--- src/rtl/combination_sender.sv ---
// Combination-lock transmitter: serializes a code MSB-first as zero/one pulses,
// then waits for the lock's unlock level and reports pass/fail with a timeout.
module combination_sender #(
  parameter int CODE_W  = 8,
  parameter int GAP     = 2,
  parameter int TIMEOUT = 8
) (
  input  logic              clk,
  input  logic              rst,
  input  logic              start,
  input  logic [CODE_W-1:0] code,
  input  logic [3:0]        len,
  input  logic              unlock,
  output logic              zero,
  output logic              one,
  output logic              busy,
  output logic              done,
  output logic              success
);

  typedef enum logic [2:0] {
    S_IDLE,
    S_SEND,
    S_GAP,
    S_WAIT,
    S_DONE
  } state_t;

  localparam logic [4:0] CW       = 5'(CODE_W);
  localparam logic [3:0] GAP_LAST = 4'(GAP - 1);
  localparam logic [7:0] TO_LAST  = 8'(TIMEOUT - 1);
  localparam bit         HAS_GAP  = (GAP > 0);

  state_t            state_q, state_d;
  logic [CODE_W-1:0] code_q, code_d;
  logic [3:0]        len_q, len_d;
  logic [3:0]        idx_q, idx_d;
  logic [3:0]        gcnt_q, gcnt_d;
  logic [7:0]        wcnt_q, wcnt_d;
  logic              zero_q, zero_d;
  logic              one_q, one_d;
  logic              busy_q, busy_d;
  logic              done_q, done_d;
  logic              success_q, success_d;

  logic [15:0] in_ext;
  logic [15:0] q_ext;
  logic        len_ok;
  logic        last;
  logic [3:0]  first_pos;
  logic [3:0]  cur_pos;
  logic [3:0]  nxt_pos;

  assign in_ext    = 16'(code);
  assign q_ext     = 16'(code_q);
  assign len_ok    = (len != 4'd0) && ({1'b0, len} <= CW);
  assign last      = (idx_q == len_q - 4'd1);
  assign first_pos = len - 4'd1;
  assign cur_pos   = len_q - idx_q - 4'd1;
  assign nxt_pos   = len_q - idx_q - 4'd2;

  // Pulses are registered, so each one is decided on the edge entering SEND.
  always_comb begin
    state_d   = state_q;
    code_d    = code_q;
    len_d     = len_q;
    idx_d     = idx_q;
    gcnt_d    = gcnt_q;
    wcnt_d    = wcnt_q;
    zero_d    = 1'b0;
    one_d     = 1'b0;
    done_d    = 1'b0;
    success_d = 1'b0;
    unique case (state_q)
      S_IDLE: begin
        if (start) begin
          code_d = code;
          len_d  = len;
          idx_d  = 4'd0;
          gcnt_d = 4'd0;
          wcnt_d = 8'd0;
          if (len_ok) begin
            state_d = S_SEND;
            one_d   = in_ext[first_pos];
            zero_d  = !in_ext[first_pos];
          end else begin
            state_d = S_DONE;
            done_d  = 1'b1;
          end
        end
      end
      S_SEND: begin
        if (last) begin
          state_d = S_WAIT;
          wcnt_d  = 8'd0;
        end else begin
          idx_d = idx_q + 4'd1;
          if (HAS_GAP) begin
            state_d = S_GAP;
            gcnt_d  = 4'd0;
          end else begin
            one_d  = q_ext[nxt_pos];
            zero_d = !q_ext[nxt_pos];
          end
        end
      end
      S_GAP: begin
        if (gcnt_q == GAP_LAST) begin
          state_d = S_SEND;
          one_d   = q_ext[cur_pos];
          zero_d  = !q_ext[cur_pos];
        end else begin
          gcnt_d = gcnt_q + 4'd1;
        end
      end
      S_WAIT: begin
        if (unlock) begin
          state_d   = S_DONE;
          done_d    = 1'b1;
          success_d = 1'b1;
        end else if (wcnt_q == TO_LAST) begin
          state_d = S_DONE;
          done_d  = 1'b1;
        end else begin
          wcnt_d = wcnt_q + 8'd1;
        end
      end
      S_DONE: begin
        state_d = S_IDLE;
      end
      default: begin
        state_d = S_IDLE;
      end
    endcase
    busy_d = (state_d != S_IDLE);
  end

  always_ff @(posedge clk or negedge rst) begin
    if (!rst) begin
      state_q   <= S_IDLE;
      code_q    <= '0;
      len_q     <= 4'd0;
      idx_q     <= 4'd0;
      gcnt_q    <= 4'd0;
      wcnt_q    <= 8'd0;
      zero_q    <= 1'b0;
      one_q     <= 1'b0;
      busy_q    <= 1'b0;
      done_q    <= 1'b0;
      success_q <= 1'b0;
    end else begin
      state_q   <= state_d;
      code_q    <= code_d;
      len_q     <= len_d;
      idx_q     <= idx_d;
      gcnt_q    <= gcnt_d;
      wcnt_q    <= wcnt_d;
      zero_q    <= zero_d;
      one_q     <= one_d;
      busy_q    <= busy_d;
      done_q    <= done_d;
      success_q <= success_d;
    end
  end

  assign zero    = zero_q;
  assign one     = one_q;
  assign busy    = busy_q;
  assign done    = done_q;
  assign success = success_q;

endmodule

--- config.mk ---
export PLATFORM = sky130hd
export DESIGN_NAME = combination_sender
export DESIGN_NICKNAME = d
export VERILOG_FILES = /design/src/rtl/combination_sender.sv
export SDC_FILE = /design/constraint.sdc
export NUM_CORES = 1
export LEC_CHECK = 0
export CAP_MARGIN = 20
export CORE_UTILIZATION = 55
export DETAILED_ROUTE_END_ITERATION = 10
export PLACE_DENSITY_LB_ADDON = 0.2
export SLEW_MARGIN = 10
export SYNTH_ARGS = -nofsm -noshare
export SYNTH_HDL_FRONTEND = slang
export SYNTH_SLANG_ARGS = --single-unit
export TNS_END_PERCENT = 50
--- constraint.sdc ---
create_clock -name clk -period 5.87 [get_ports clk]
set_input_delay 1.761 -clock clk [delete_from_list [all_inputs] [get_ports clk]]
set_output_delay 1.761 -clock clk [all_outputs]
set_load 0.01 [all_outputs]
==> results.md, run 1 <==
- Status: finished clean
- Arr. time, crit path: 3.83 ns
- Drt first pass iters: 4
- DIE WIDTH: 62.7 um
- Port Buffers: 20
- Die Y: 62.7 um
- Slew @ Worst Pin: 0.951 ns
- Synthesized area per cell: 9.76 um2
- Leading area contributor after synthesis: dfrtp_1
- DP Area: 2260 um2
- Dpl hpwl: 2840 um
- I/O pins: 21
- Antenna violations before repair: 0
- Post-layout min period: 3.66 ns
- R2R cell count: 4
- Syn-to-layout area delta: 15.4%
- Post-Synthesis Cells: 208
- Hold Path Class: reg2reg
- Design Area, Final: 2340 um2
- Clock Skews: 0.00686 ns
- Worst-Skew Late Latency: 0.28 ns
- Post-CTS sizing: 0
- Clock transition at path regs: 0.07 ns
- Num Clock Sinks: 36
- Total Nets Final: 257
- Slew margin rel.: 36.6%
- Vias in the first global route: 1,556
- RePlAce Congestion: 0.863
- CP required: 6.03 ns
- Leading cell type in the layout, fill and taps excluded: nand2_1
- Vias per cell: 5.64
- CTS tree: yes
- FF-to-FF Start: state_q[2]$_DFF_PN0_
- Setup TNS: 0 ns
- Endpoint class of the critical path: register
- Clock root cell: clkbuf_8
- Worst Slack Setup Final: 2.21 ns
- Max H-tree Level: 2
- Total track usage: 22.3%
- Synth unique cells: 41
- Pwr Total: 1020 uW
- Worst hold endpoint: code_q[2]$_DFFE_PN0P_
- Peak supply drop: 0.238 mV
- Initial Util: 59.0%
- PwrDens: 437 nW/um2
- Fmax: 273 MHz
- WS Path Type: in2reg
- Top-area cell type share of the netlist area: 44.4%
- Worst Hold Depth: 2
- Internal power component: 622 uW
- Per-cell routed wire length: 14.2 um
- Final Routed Wirelength: 3910 um
- Synthesis-stage register bit count: 36
- Die area: 3940 um2
- Post-Synthesis Net Count: 235
- Total global routing overflow: 0
- Register share of total power: 38.5%
- Yosys warning count: 0
- Layout cells sized above 1: 6.96%
- Largest net degree at the start of global routing: 37
- Max cap viols: 0
- R2r endpoint: wcnt_q[7]$_DFFE_PN0P_
- Routed vias: 1,558
- Net Sw Frac: 39.1%
- Logic gate share of total power: 45.4%
- Post-synthesis sequential area ratio: 44.4%
- Period utilization: 62.4%
- Rows: 21
- Min-delay src: code_q[2]$_DFFE_PN0P_
- First-pass GRT wire length: 6800 um
- Most frequent cells in the layout: 46 x nand2_1, 36 x dfrtp_1, 20 x clkdlybuf4s50_1
- DRC violations left: 0
- Clk pwr share: 16.1%
- CORE AREA: 3440 um2
- Clock Tree Buf Depth: 2
- Area contributors post-synth: dfrtp_1 44%, nand2_1 8.5%, ha_1 6.2%, xnor2_1 5.2%, mux4_2 3.3%
- Antenna-violating nets left: 0
- Starting DRC count in detailed routing: 111
- Fin. Hold Viols: 0
- Leak: 0.00107 uW
- Ant. Diodes: 0
- Reported net switching power: 400 uW
- Pre-CTS WS: 1.96 ns
- Final setup violation count: 0
- RSZ-0062 raised after global routing: false
- Synthesized cell area: 2030 um2
- CP Max Fanout: 24
- Post-CTS Setup Bufs: 0
- CTS Buf Count: 5
- Hold Buf Count CTS: 0
- R2r setup slk: 3.61 ns
- Max Slew Vio Count: 0
- CP Launch Type: primary input
[critical path, cell delays in order]
cell and delay [ns]:
clkdlybuf4s50_1 0.49, or4b_1 0.89, a2111oi_4 0.46, xnor2_1 0.17, nor2_2 0.04
[power groups by stage]
stage	clock, uW	combinational (uW)	sequential (uW)
after detailed placement	0	457	397
after global placement	0	441	393
after CTS	168	465	392
after floorplan	0	362	376
final	165	464	393
after global routing	178	514	405
[flip-flops by register name, summed over array words and instances, names as in the netlist]
signal / count
state_q: 3
gcnt_q: 4
success: 1
done: 1
busy: 1
len_q: 4
one: 1
wcnt_q: 8
code_q: 8
zero: 1
idx_q: 4
[synth_stat cells]
cell type	n
o21ai_0	4
dfrtp_1	36
clkbuf_1	2
a31oi_1	1
ha_1	10
nand4_1	4
nor4b_2	1
inv_1	12
buf_6	1
mux2i_1	6
o21a_1	2
nor3b_1	2
nor3_1	5
fa_1	1
a211oi_1	3
buf_2	4
o2bb2ai_1	1
a311o_1	1
nor2_1	12
and3_1	1
o31ai_1	1
or3_1	1
nand2_1	46
nor2b_1	2
a21oi_2	1
a31o_2	1
nand3_1	7
a21o_1	2
nor2_2	1
o22ai_1	4
and2_1	3
mux4_2	3
xor2_1	2
a21oi_1	6
xor3_1	1
xnor2_1	12
or4b_1	1
nor4_1	2
a2111oi_4	1
a21boi_1	1
nand3b_1	1
[routing by layer]
layer  part of all wire [%]  vias to the layer above  wire (um)  global-route usage [%]
li1                       -                      762          -                       -
met1                     43                      761       1690                    27.7
met2                     51                       30       2000                    37.1
met3                    4.4                        5        172                    5.29
met4                    1.3                        0         51                    9.59
met5                      0                        -          0                       0
[through the flow]
| stage | std cells | hold slack [ns] | utilization, % |
|---|---|---|---|
| floorplan | 208 | 0.440 | - |
| global placement | 269 | 0.460 | 65.8 |
| detailed placement | 269 | 0.464 | 65.8 |
| CTS | 276 | 0.480 | 68.0 |
| global route | 276 | 0.501 | 68.0 |
| finish | 276 | 0.477 | 68.0 |
[logic make-up (layout without fill, tap and decap cells)]
| group | count (synthesis) | count (layout) | synth area share (%) |
|---|---|---|---|
| fa+ha+maj | 11 | 11 | 7.15 |
| mux | 9 | 9 | 6.29 |
| compound gates | 29 | 29 | 10.5 |
| simple gates | 89 | 89 | 20.3 |
| xor+xnor | 15 | 15 | 7.21 |
| flops | 36 | 36 | 44.4 |
| buf+inv | 19 | 41 | 4.13 |
[cell type report]
class                           count  area (um2)
Clock inverter                      1        5.00
Clock buffer                        6        72.6
Inverter                           12        45.0
Tap cell                           46        57.6
Fill cell                         281        1100
Sequential cell                    36         901
Multi-Input combinational cell    153        1040
Timing Repair Buffer               22         215
[worst max-delay path by stage]
stage / from / end / depth (start not counted)
final: start / wcnt_q[7]$_DFFE_PN0P_ / 5
after detailed placement: start / wcnt_q[7]$_DFFE_PN0P_ / 5
after floorplan: len[0] / one$_DFF_PN0_ / 6
after global routing: start / wcnt_q[7]$_DFFE_PN0P_ / 5
after CTS: start / wcnt_q[7]$_DFFE_PN0P_ / 5
after global placement: start / wcnt_q[7]$_DFFE_PN0P_ / 5
Power figures use the tool's default switching activity.
==> run 2: changes to the inputs <==
- clock period: 5.87 -> 3.4 ns (I/O delays scaled with it)
==> run 2 against run 1 <==
Compared with the run above: wire length up 1.0%; die area unchanged; register-to-register slack worse by 2.4 ns; global-route usage up 1.5 points; clock power increased by 85%; combinational power is 75% higher; first-iteration DRC count fell by 37%; clock skew up 0.0044 ns; sequential power grew 72%; sequential share of layout area decreased by 0.29 points.
==> results.md, run 2 (same netlist as run 1, synthesis figures left out) <==
- Status: finished clean
- DIE WIDTH: 62.7 um (unchanged)
- Arr. time, crit path: 2.92 ns (-0.91 ns)
- CP Launch Type: primary input
- Most frequent cells in the layout: 46 x nand2_1, 36 x dfrtp_1, 20 x clkdlybuf4s50_1
- Hold Path Class: reg2reg
- Post-CTS Setup Bufs: 0 (unchanged)
- I/O pins: 21 (unchanged)
- Antenna-violating nets left: 0 (unchanged)
- Fmax: 368 MHz
- Vias per cell: 5.45 (-3.5%)
- Utilization after layout: 68.5% (+0.51 points)
- Hold Buf Count CTS: 0 (unchanged)
- RePlAce Congestion: 0.820 (-5.0%)
- Largest registers: code_q: 8 flops, wcnt_q: 8 flops
- Antenna violations before repair: 0 (unchanged)
- CTS tree: yes
- Clock Skews: 0.0113 ns (+0.00440 ns)
- FF-to-FF Start: len_q[1]$_DFFE_PN0P_
- Total track usage: 23.8% (+1.5 points)
- CP Max Fanout: 6 (-75%)
- Leak: 0.00108 uW (+1.1%)
- WS Path Type: in2reg
- Rows: 21 (unchanged)
- Port Buffers: 20 (unchanged)
- Worst Setup SP: len[0]
- Max H-tree Level: 2 (unchanged)
- Slew margin rel.: 61.6% (+25 points)
- Routed vias: 1,515 (-2.8%)
- Pwr Total: 1790 uW (+75%)
- Drt first pass iters: 4 (unchanged)
- Setup TNS: 0 ns (unchanged)
- Total Nets Final: 258 (+0.39%)
- Pre-CTS WS: 0.375 ns (-1.58 ns)
- Peak supply drop: 0.486 mV (+100%)
- CP required: 3.60 ns (-2.43 ns)
- R2R cell count: 7 (+3)
- Largest net degree at the start of global routing: 37 (unchanged)
- Leading cell type in the layout, fill and taps excluded: nand2_1
- Per-cell routed wire length: 14.2 um (+0.32%)
- Worst Slack Setup Final: 0.679 ns (-1.53 ns)
- Max Slew Vio Count: 0 (unchanged)
- Fin cells: 278 (+0.72%)
- Period utilization: 80.0%
- First-pass GRT wire length: 7040 um (+3.5%)
- Worst-Skew Late Latency: 0.30 ns (+0.02 ns)
- Die Y: 62.7 um (unchanged)
- Post-CTS sizing: 0 (unchanged)
- Syn-to-layout area delta: 16.2%
- Layout cells sized above 1: 8.19% (+1.2 points)
- Endpoint class of the critical path: register
- Ant. Diodes: 0 (unchanged)
- Final setup violation count: 0 (unchanged)
- Vias in the first global route: 1,560 (+0.26%)
- DRC violations left: 0 (unchanged)
- Post-layout min period: 2.72 ns
- R2r endpoint: wcnt_q[1]$_DFFE_PN0P_
- Clock transition at path regs: 0.08 ns (about the same)
- Fin. Hold Viols: 0 (unchanged)
- Clock Tree Buf Depth: 2 (unchanged)
- Placed insts: 270 (+0.37%)
- Clock root cell: clkbuf_8
- CTS Buf Count: 5 (unchanged)
- R2r setup slk: 1.19 ns (-2.42 ns)
- CP endpoint: one$_DFF_PN0_
- PwrDens: 760 nW/um2 (+74%)
- Starting DRC count in detailed routing: 70 (-37%)
- Initial Util: 59.0% (unchanged)
- Final Routed Wirelength: 3950 um (+1.0%)
- RSZ-0062 raised after global routing: false
- Num Clock Sinks: 36 (unchanged)
- Die area: 3940 um2 (unchanged)
- Slew @ Worst Pin: 0.577 ns (-0.374 ns)
- Dpl hpwl: 2910 um (+2.6%)
- Total global routing overflow: 0 (unchanged)
- CORE AREA: 3440 um2 (unchanged)
- Max cap viols: 0 (unchanged)
run 2: cell type report:
| type | count | area, um2 |
|---|---|---|
| sequential | 36 | 901 |
| multi-input combinational | 153 | 1040 |
| tap | 46 | 57.6 |
| clock inverter | 3 | 18.8 |
| clock buffer | 5 | 68.8 |
| timing repair buffer | 23 | 223 |
| fill | 264 | 1080 |
| inverter | 12 | 45.0 |
run 2: metrics by stage:
step	hold slack, ns	area, um2
global placement	0.456	2270
detailed placement	0.462	2270
finish	0.476	2360
CTS	0.479	2360
floorplan	0.440	2030
global route	0.493	2360
run 2: power by group:
group / internal, uW / total (uW) / switching, uW
combinational: 382 / 811 / 429
clock: 143 / 305 / 162
sequential: 559 / 677 / 118
total: 1080 / 1790 / 709
run 2: layer usage:
| metal | vias up | track usage [%] | wire, um |
|---|---|---|---|
| met3 | 8 | 6.02 | 182 |
| met2 | 34 | 38.5 | 1900 |
| met4 | 0 | 11.0 | 92 |
| met1 | 712 | 30.1 | 1780 |
| li1 | 761 | - | - |
| met5 | - | 0 | 0 |
run 2: worst max-delay path, stage by stage:
cell and delay, ns:
clkdlybuf4s50_1 0.59, inv_1 0.10, ha_1 0.36, mux4_2 0.30
and2_1 0.17, o21a_1 0.18, a31o_2 0.20
run 2: worst min-delay path by stage:
stage / startpoint / to / slack (ns) / cells after the start
4_1_cts: code_q[6]$_DFFE_PN0P_ / code_q[6]$_DFFE_PN0P_ / 0.48 / 2
3_5_place_dp: code_q[6]$_DFFE_PN0P_ / code_q[6]$_DFFE_PN0P_ / 0.46 / 2
5_1_grt: code_q[0]$_DFFE_PN0P_ / code_q[0]$_DFFE_PN0P_ / 0.49 / 2
2_1_floorplan: code_q[0]$_DFFE_PN0P_ / code_q[0]$_DFFE_PN0P_ / 0.44 / 2
3_3_place_gp: code_q[6]$_DFFE_PN0P_ / code_q[6]$_DFFE_PN0P_ / 0.46 / 2
6_report: code_q[0]$_DFFE_PN0P_ / code_q[0]$_DFFE_PN0P_ / 0.48 / 2
